$ cat config.mk
export PLATFORM = sky130hd
export DESIGN_NAME = boss_palette_sequencer
export DESIGN_NICKNAME = d
export VERILOG_FILES = /design/src/rtl/boss_palette_sequencer.sv
export SDC_FILE = /design/constraint.sdc
export NUM_CORES = 1
export LEC_CHECK = 0
export CAP_MARGIN = 15
export CORE_ASPECT_RATIO = 0.5
export CORE_UTILIZATION = 60
export DETAILED_ROUTE_END_ITERATION = 8
export HOLD_SLACK_MARGIN = 0.15
export PLACE_DENSITY = 0.81
export RECOVER_POWER = 25
export SETUP_SLACK_MARGIN = 0.02
export SLEW_MARGIN = 20
export SYNTH_ARGS = -nofsm -noshare
export SYNTH_HDL_FRONTEND = slang
export SYNTH_SLANG_ARGS = --single-unit
$ cat constraint.sdc
create_clock -name Clk -period 2.6 [get_ports Clk]
set_clock_uncertainty 0.05 [all_clocks]
set_input_delay 0.52 -clock Clk [delete_from_list [all_inputs] [get_ports Clk]]
set_output_delay 0.52 -clock Clk [all_outputs]
set_load 0.01 [all_outputs]
$ cat src/rtl/boss_palette_sequencer.sv
// Boss sprite colour controller: phase-selected palette banks with frame-timed hit flash
// and defeat fade-to-black, applied through a 2-stage pixel pipeline.
module boss_palette_sequencer #(
    parameter int          FLASH_FRAMES = 16,
    parameter int          FLASH_PERIOD = 2,
    parameter int          FADE_STEP    = 4,
    parameter logic [11:0] FLASH_COLOR  = 12'hFFF
) (
    input  logic       Clk,
    input  logic       Reset_n,
    input  logic       frame_start,
    input  logic       hit,
    input  logic       defeat,
    input  logic [1:0] phase,
    input  logic       pix_valid,
    input  logic [3:0] pix_index,
    output logic [3:0] red,
    output logic [3:0] green,
    output logic [3:0] blue,
    output logic       rgb_valid,
    output logic       transparent,
    output logic       busy,
    output logic       dead
);

    typedef enum logic [1:0] {ST_NORMAL, ST_FLASH, ST_FADE, ST_DEAD} state_t;

    localparam logic [11:0] PAL0 [16] = '{
        12'h111, 12'hF00, 12'h0F0, 12'h00F, 12'hFF0, 12'hEA7, 12'h0FF, 12'hF0F,
        12'h888, 12'h444, 12'hC84, 12'h48C, 12'h8C4, 12'h123, 12'h456, 12'h789};
    localparam logic [11:0] PAL1 [16] = '{
        12'h222, 12'h800, 12'h080, 12'h008, 12'h880, 12'h5C3, 12'h088, 12'h808,
        12'hCCC, 12'h222, 12'hA62, 12'h26A, 12'h6A2, 12'h321, 12'h654, 12'h987};
    localparam logic [11:0] PAL2 [16] = '{
        12'h333, 12'hF80, 12'h8F0, 12'h08F, 12'hF08, 12'h3B9, 12'h80F, 12'h0F8,
        12'hAAA, 12'h666, 12'hE40, 12'h4E0, 12'h04E, 12'hFED, 12'hCBA, 12'h135};

    state_t      r_state, w_state_next;
    logic [1:0]  r_bank, w_bank_next;
    logic [7:0]  r_flash_cnt, w_flash_cnt_next;
    logic [3:0]  r_per_cnt, w_per_cnt_next;
    logic        r_flash_on, w_flash_on_next;
    logic [3:0]  r_step_cnt, w_step_cnt_next;
    logic [3:0]  r_level, w_level_next;

    always_ff @(posedge Clk or negedge Reset_n) begin
        if (!Reset_n) begin
            r_state     <= ST_NORMAL;
            r_bank      <= 2'd0;
            r_flash_cnt <= 8'd0;
            r_per_cnt   <= 4'd0;
            r_flash_on  <= 1'b0;
            r_step_cnt  <= 4'd0;
            r_level     <= 4'd0;
        end else begin
            r_state     <= w_state_next;
            r_bank      <= w_bank_next;
            r_flash_cnt <= w_flash_cnt_next;
            r_per_cnt   <= w_per_cnt_next;
            r_flash_on  <= w_flash_on_next;
            r_step_cnt  <= w_step_cnt_next;
            r_level     <= w_level_next;
        end
    end

    always_comb begin
        w_state_next     = r_state;
        w_bank_next      = r_bank;
        w_flash_cnt_next = r_flash_cnt;
        w_per_cnt_next   = r_per_cnt;
        w_flash_on_next  = r_flash_on;
        w_step_cnt_next  = r_step_cnt;
        w_level_next     = r_level;

        // Bank is frozen once the defeat sequence starts.
        if (frame_start && r_state != ST_FADE && r_state != ST_DEAD)
            w_bank_next = (phase == 2'd0) ? 2'd0 : (phase == 2'd1) ? 2'd1 : 2'd2;

        case (r_state)
            ST_NORMAL, ST_FLASH: begin
                if (defeat) begin
                    w_state_next    = ST_FADE;
                    w_level_next    = 4'd0;
                    w_step_cnt_next = 4'd0;
                    w_flash_on_next = 1'b0;
                end else if (hit) begin
                    w_state_next     = ST_FLASH;
                    w_flash_cnt_next = 8'(FLASH_FRAMES);
                    w_per_cnt_next   = 4'd0;
                    w_flash_on_next  = 1'b1;
                end else if (frame_start && r_state == ST_FLASH) begin
                    w_flash_cnt_next = r_flash_cnt - 8'd1;
                    if (r_per_cnt == 4'(FLASH_PERIOD - 1)) begin
                        w_per_cnt_next  = 4'd0;
                        w_flash_on_next = ~r_flash_on;
                    end else begin
                        w_per_cnt_next = r_per_cnt + 4'd1;
                    end
                    if (r_flash_cnt == 8'd1) begin
                        w_state_next    = ST_NORMAL;
                        w_flash_on_next = 1'b0;
                    end
                end
            end
            ST_FADE: begin
                if (frame_start) begin
                    if (r_step_cnt == 4'(FADE_STEP - 1)) begin
                        w_step_cnt_next = 4'd0;
                        w_level_next    = r_level + 4'd1;
                        if (r_level == 4'd14)
                            w_state_next = ST_DEAD;
                    end else begin
                        w_step_cnt_next = r_step_cnt + 4'd1;
                    end
                end
            end
            default: ;
        endcase
    end

    logic [11:0] w_rom_rgb;
    assign w_rom_rgb = (r_bank == 2'd0) ? PAL0[pix_index] :
                       (r_bank == 2'd1) ? PAL1[pix_index] : PAL2[pix_index];

    // Palette read register carries no reset so it can map onto block RAM.
    logic [11:0] r_s1_rgb;
    always_ff @(posedge Clk) begin
        if (pix_valid)
            r_s1_rgb <= w_rom_rgb;
    end

    logic        r_s1_valid, r_s1_transp, r_s1_flash_on;
    state_t      r_s1_state;
    logic [3:0]  r_s1_level;
    always_ff @(posedge Clk or negedge Reset_n) begin
        if (!Reset_n) begin
            r_s1_valid    <= 1'b0;
            r_s1_transp   <= 1'b0;
            r_s1_flash_on <= 1'b0;
            r_s1_state    <= ST_NORMAL;
            r_s1_level    <= 4'd0;
        end else begin
            r_s1_valid <= pix_valid;
            if (pix_valid) begin
                r_s1_transp   <= (pix_index == 4'd0);
                r_s1_flash_on <= r_flash_on;
                r_s1_state    <= r_state;
                r_s1_level    <= r_level;
            end
        end
    end

    logic [2:0][3:0] w_sat_ch;
    for (genvar gi = 0; gi < 3; gi++) begin : g_sat
        assign w_sat_ch[gi] = (r_s1_rgb[gi*4 +: 4] > r_s1_level) ?
                              (r_s1_rgb[gi*4 +: 4] - r_s1_level) : 4'd0;
    end

    logic [11:0] w_eff_rgb;
    always_comb begin
        w_eff_rgb = r_s1_rgb;
        if (!r_s1_transp) begin
            case (r_s1_state)
                ST_FLASH: if (r_s1_flash_on) w_eff_rgb = FLASH_COLOR;
                ST_FADE:  w_eff_rgb = w_sat_ch;
                ST_DEAD:  w_eff_rgb = 12'h000;
                default:  ;
            endcase
        end
    end

    logic [11:0] r_rgb;
    logic        r_valid, r_transp;
    always_ff @(posedge Clk or negedge Reset_n) begin
        if (!Reset_n) begin
            r_rgb    <= 12'h000;
            r_valid  <= 1'b0;
            r_transp <= 1'b0;
        end else begin
            r_valid <= r_s1_valid;
            if (r_s1_valid) begin
                r_rgb    <= w_eff_rgb;
                r_transp <= r_s1_transp;
            end
        end
    end

    assign red         = r_rgb[11:8];
    assign green       = r_rgb[7:4];
    assign blue        = r_rgb[3:0];
    assign rgb_valid   = r_valid;
    assign transparent = r_transp;
    assign busy        = (r_state == ST_FLASH) || (r_state == ST_FADE);
    assign dead        = (r_state == ST_DEAD);

endmodule

==> impl_metrics.yaml, run 1 <==
drt:
  firstDrtPassIters: 5
  drc: 0
  drtIter0Drc: 278
  wl_per_cell_um: 16.3
  vias: 3788
  vias_per_cell: 6.30
  ant_nets: 0
  routed_wl_um: 9810
timing:
  fin_crit_ns: 2.32
  whs_ns: 0.449
  setup_viol: 0
  fin_crit_sh: 0.893
  timing_hold_violations_final: 0
  grt_setup_unrepaired: "no"
  fin_ws_ns: 0.278
  tns_ns: 0
  tightestPinTransition_ns: 1.24
  maxSlewViolCount: 0
  fmax_mhz: 431
  slew_headroom: 0.174
critical_path:
  reg2reg_depth: 7
  worstSetupStartpoint: "r_state[1]"
  endpoint: "busy"
  crit_type: "reg2out"
  start_kind: "flop"
  cp.required_ns: 2.03
  regToRegStartpoint: "r_state[1]"
  crit_fanout: 5
  end_kind: "output pin"
  worst_ep_arrival_time_ns: 1.75
  slowest_stage: "clkdlybuf4s50_1"
  r2r-end: "r_flash_cnt[6]"
  path_cells: "inv_1, ha_1, clkdlybuf4s50_1"
  critPathMaxStageDelay_ns: 0.54
  r2r_slack_ns: 0.34
final_layout:
  fillers: 533
  regArea_sq_um: 1560
  layout-drive-gt1-share: 0.100
  multi_input_area_sq_um: 2510
  syn_to_final_growth_pct: 16.6
  num_antenna_cells: 0
  fin_nets: 550
  fin_util: 0.737
  instances_no_fill: 601
  final_design_area_no_fill_sq_um: 5010
yosys:
  synth_async_sr_flop_share: 0.800
  synth_edf_count: 12
  synth_top_area_frac: 0.279
  synth_most_common_cell: "dfrtp_1"
  synthCells: 475
  syn_area_sq_um: 4300
  synth-simple-area-share: 0.188
  synth_compound_area_frac: 0.240
  synthTopCellsByArea: "dfrtp_1 (28%), ha_1 (9.0%), edfxtp_1 (8.4%)"
  synth_seq_cells: 60
  yosysSeqAreaShare: 0.363
  synth.avg_cell_area_sq_um: 9.06
  synth_top_family_by_area: "compound AO/OA/AOI/OAI gates"
  synthesis.nets: 521
  yosys_warnings: 0
  synth_mux_area_frac: 0.0326
  synth_fa_ha_area_frac: 0.104
  synth_cell_types: 64
  synth_common_cells: "dfrtp_1 (48), nor2_1 (36), o21ai_0 (36), nand2_1 (35)"
  synth_xor_area_frac: 0.0183
  synth-main-ff-cell: "dfrtp_1"
  synth_area_leader_cell: "dfrtp_1"
pwr:
  p_sw_uw: 644
  ir_drop_mv: 0.258
  intPower_mw: 1.93
  power_density_nw_per_um2: 512
  leakagePower_nw: 2.09
  power.share.sequential: 0.407
  total_power_mw: 2.57
  p_comb_frac: 0.152
  pwr-share-clk: 0.442
  p_sw_frac: 0.251
clock_network:
  clkSlewWorstSetupHoldPaths_ns: 0.05
  worstSkewPairLatency_ns: 0.33
  cts_sinks: 60
  htree_levels: 3
  cts.path.max_buffers: 2
  hold_buffers: 1
  cts_root_buf: "clkbuf_16"
  numCtsBuffers: 9
  cts_setup_buffers: 0
  cts_tree: "done"
  cts_resized: 0
placed_design:
  placedCellCount: 584
  port_buffers: 27
  gp_congestion: 0.968
  dpl_worst_slack_ns: 0.0838
  hpwl_um: 6940
  place_area_sq_um: 4720
global_route:
  grtUsageTotal: 0.277
  antenna_found_initial: 0
  grt_first_pass_wirelength_um: 15700
  grt_util_met2: 0.439
  use_met1: 0.380
  grt_pass1_vias: 3247
  grt_max_degree: 49
  grt_use_met3: 0.0675
  gr-total-overflow: 0
  busiest_layer: "met2"
floorplan:
  die_area_sq_um: 7530
  fp.coreArea_sq_um: 6810
  ioPinCount: 28
  die_w_um: 122
  die_y_um: 61.9
  row_count: 21
  start_util: 0.632
worst_hold_path:
  min_from: "r_rgb[10]"
  min_path_type: "reg2reg"
run_status:
  status: "complete, no violations"
flow_run:
  cap_viol_max_count: 0
-- worst max-delay path: cells and delay by family (launching register included) --
kind,cells,cell delay (ns)
adders and majority gates,1,0.31
buffers and inverters,2,0.66
DFF,1,0.45
-- cell usage in the layout, fill, tap and decap left out, drive strengths merged, types with 7 or more instances in the layout --
cell type,Yosys,routed
dfrtp,48,48
o21ai,37,37
nor2,36,36
nand2,36,36
inv,31,31
ha,31,31
clkdlybuf4s50,0,25
a21oi,20,20
nand2b,18,18
clkbuf,22,18
buf,7,17
nand3,12,12
edfxtp,12,12
a211oi,10,10
nor3b,9,9
o22ai,9,9
o31ai,8,8
a31oi,8,8
a311oi,7,7
o211ai,7,7
-- cell type report --
class | instances | share of cell area
inverters | 31 | 0.0232
repair buffers | 47 | 0.0841
multi-input cells | 355 | 0.500
clock inverters | 1 | 0.000998
well taps | 92 | 0.0230
clock buffers | 15 | 0.0574
flip-flops and latches | 60 | 0.311
-- power groups by stage --
stage,clock (mW),combinational [mW],sequential [mW]
floorplan,0,0.241,1.05
global placement,0,0.377,1.06
detailed placement,0,0.382,1.06
CTS,1.15,0.386,1.04
global route,1.19,0.429,1.05
finish,1.14,0.389,1.04
-- routing by layer --
metal / share of wire / vias up
met5: 0 / -
met4: 0.012 / 0
met3: 0.074 / 18
met2: 0.44 / 165
met1: 0.47 / 1788
li1: - / 1817
-- worst min path at each step --
stage                                end  slack (ns)  cells past startpoint
after floorplan                r_bank[0]        0.17                      0
after global placement       transparent        0.43                      1
after detailed placement        r_rgb[9]        0.43                      1
after CTS                 r_flash_cnt[1]        0.46                      2
after global routing       r_step_cnt[3]        0.47                      1
final                          r_rgb[10]        0.45                      2
-- sequential cells by signal (all words and copies together) (netlist names), 2 cells and up --
signal,flops
r_bank,2
r_s1_state,2
r_rgb,12
r_s1_rgb,12
r_flash_cnt,8
r_s1_level,4
r_state,2
r_level,4
r_per_cnt,4
r_step_cnt,4
-- kinds of logic after synthesis --
family                     after synthesis
AOI/OAI and AO/OA                      147
adders and majority gates               34
buffers and inverters                   60
muxes                                   12
DFF                                     60
and+or+nand+nor                        153
xor gates and xnor gates                 9
No activity file was read; power rests on OpenSTA's default activity.
==> run 2, diff against run 1 <==
--- a/config.mk
+++ b/config.mk
@@ -7,10 +7,10 @@
 export LEC_CHECK = 0
 export CAP_MARGIN = 15
 export CORE_ASPECT_RATIO = 0.5
-export CORE_UTILIZATION = 60
+export CORE_UTILIZATION = 65
 export DETAILED_ROUTE_END_ITERATION = 8
 export HOLD_SLACK_MARGIN = 0.15
-export PLACE_DENSITY = 0.81
+export PLACE_DENSITY = 0.86
 export RECOVER_POWER = 25
 export SETUP_SLACK_MARGIN = 0.02
 export SLEW_MARGIN = 20
==> constraint.sdc (replaced) <==
create_clock -name Clk -period 2.85 [get_ports Clk]
set_clock_uncertainty 0.05 [all_clocks]
set_input_delay 0.57 -clock Clk [delete_from_list [all_inputs] [get_ports Clk]]
set_output_delay 0.57 -clock Clk [all_outputs]
set_load 0.01 [all_outputs]
==> run 2 against run 1 <==
Against the previous run:
- sequential cell count unchanged
- highest routed layer unchanged
- final cell count decreased by 1.3%
- utilization increased by 6.5 points
- worst setup slack improved by 0.14 ns
- sequential power decreased by 8%
- clock power about the same
- first-iteration DRC count increased by 42%
- largest power group unchanged
- critical path type is now in2reg
- register-to-register slack improved by 0.10 ns
==> impl_metrics.yaml, run 2 (synthesis results as in run 1) <==
final_layout:
  fin_nets: 546
  layout-drive-gt1-share: 0.101
  fin_util: 0.802
  instances_no_fill: 593
  num_antenna_cells: 0
  layout_commonest_cell: "dfrtp_1"
  mostFrequentLayoutCells: "dfrtp_1 (48), nor2_1 (36), o21ai_0 (36)"
  top_regs: "r_rgb x12, r_s1_rgb x12, r_flash_cnt x8"
  syn_to_final_growth_pct: 16.1
drt:
  vias: 3860
  wl_per_cell_um: 17.3
  routed_wl_um: 10300
  drtIter0Drc: 394
  ant_nets: 0
  firstDrtPassIters: 5
  drc: 0
  vias_per_cell: 6.51
timing:
  fin_crit_sh: 0.854
  maxSlewViolCount: 0
  tightestPinTransition_ns: 1.15
  fmax_mhz: 411
  slew_headroom: 0.236
  timing_hold_violations_final: 0
  setup_viol: 0
  fin_crit_ns: 2.43
  tns_ns: 0
  fin_ws_ns: 0.416
  grt_setup_unrepaired: "no"
global_route:
  gr-total-overflow: 0
  grtUsageTotal: 0.324
  grt_first_pass_wirelength_um: 16800
  grt_max_degree: 49
  antenna_found_initial: 0
  grt_pass1_vias: 3565
floorplan:
  start_util: 0.690
  die_y_um: 59.5
  die_area_sq_um: 6970
  fp.coreArea_sq_um: 6230
  die_w_um: 117
  ioPinCount: 28
  row_count: 20
clock_network:
  clkSlewWorstSetupHoldPaths_ns: 0.05
  hold_buffers: 0
  cts_sinks: 60
  numCtsBuffers: 9
  cts_tree: "done"
  cts_root_buf: "clkbuf_16"
  worstSkewPairLatency_ns: 0.34
  htree_levels: 3
  cts.path.max_buffers: 2
  cts_resized: 0
  cts_setup_buffers: 0
placed_design:
  hpwl_um: 7040
  gp_congestion: 0.955
  port_buffers: 27
  dpl_worst_slack_ns: 0.148
  placedCellCount: 577
critical_path:
  r2r_slack_ns: 0.44
  reg2reg_depth: 6
  path_buf_inv: 2
  start_kind: "input port"
  crit_family: "buffers and inverters"
  regToRegStartpoint: "r_s1_level[0]"
  critPathMaxStageDelay_ns: 0.89
  crit_fanout: 21
  worst_ep_arrival_time_ns: 2.45
  crit_type: "in2reg"
  worstSetupStartpoint: "pix_index[2]"
  slowest_stage: "clkdlybuf4s50_1"
  path_cells: "clkdlybuf4s50_1, buf_4, xor2_1, nor2_1, nor4_1, a211oi_1"
  worst-path-stages: 6
  end_kind: "flop"
  cp.required_ns: 2.86
run_status:
  status: "complete, no violations"
flow_run:
  cap_viol_max_count: 0
pwr:
  power_density_nw_per_um2: 486
  total_power_mw: 2.43
  leakagePower_nw: 2.08
  ir_drop_mv: 0.401
worst_hold_path:
  min_path_type: "in2async"
==> run 2: cell count changes in the layout (fill, tap and decap cells not counted), sizes merged <==
cell           change
clkbuf             -4
dlygate4sd3        -2
buf                -1
bufinv             +1
clkdlybuf4s50      +1
clkinvlp           +1
==> run 2: final timing paths <==
kind / end
max reg2reg: r_rgb[9]
max in group asynchronous: r_s1_flash_on
min reg2reg: r_flash_cnt[1]
max: r_s1_rgb[11]
min in group Clk: r_flash_cnt[1]
min: r_rgb[4]
==> run 2: final cells by class <==
class,count,area (sq um)
Clock inverter,3,42.5
Inverter,31,116
Timing Repair Buffer,43,385
Sequential cell,60,1560
Fill cell,401,1240
Tap cell,88,110
Multi-Input combinational cell,355,2510
Clock buffer,13,272
==> run 2: per-layer routing <==
layer / part of all wire / vias to the layer above / GRT usage
met5: 0 / - / 0
met4: 0.025 / 0 / 0.161
met3: 0.090 / 29 / 0.0941
met2: 0.45 / 209 / 0.516
met1: 0.43 / 1813 / 0.409
li1: - / 1809 / -
==> run 2: where the power goes <==
part	internal [mW]	switching [mW]	total, mW	leakage (nW)
Sequential	0.918	0.0359	0.954	0.719
Combinational	0.155	0.201	0.356	1.21
Clock	0.751	0.367	1.12	0.151
Total	1.82	0.604	2.43	2.08
==> run 2: stage by stage <==
step / hold WS, ns / instance area, sq um
after floorplan: 0.224 / 4300
after global placement: 0.433 / 4680
after detailed placement: 0.442 / 4680
after CTS: 0.401 / 4990
after global routing: 0.481 / 4990
final: 0.389 / 4990
==> run 3, diff against run 2 <==
--- a/config.mk
+++ b/config.mk
@@ -8,6 +8,7 @@
 export CAP_MARGIN = 15
 export CORE_ASPECT_RATIO = 0.5
 export CORE_UTILIZATION = 65
+export CTS_CLUSTER_DIAMETER = 50
 export DETAILED_ROUTE_END_ITERATION = 8
 export HOLD_SLACK_MARGIN = 0.15
 export PLACE_DENSITY = 0.86
==> results of run 3 <==
Final layout, timing and power as in run 2 (identical DEF).
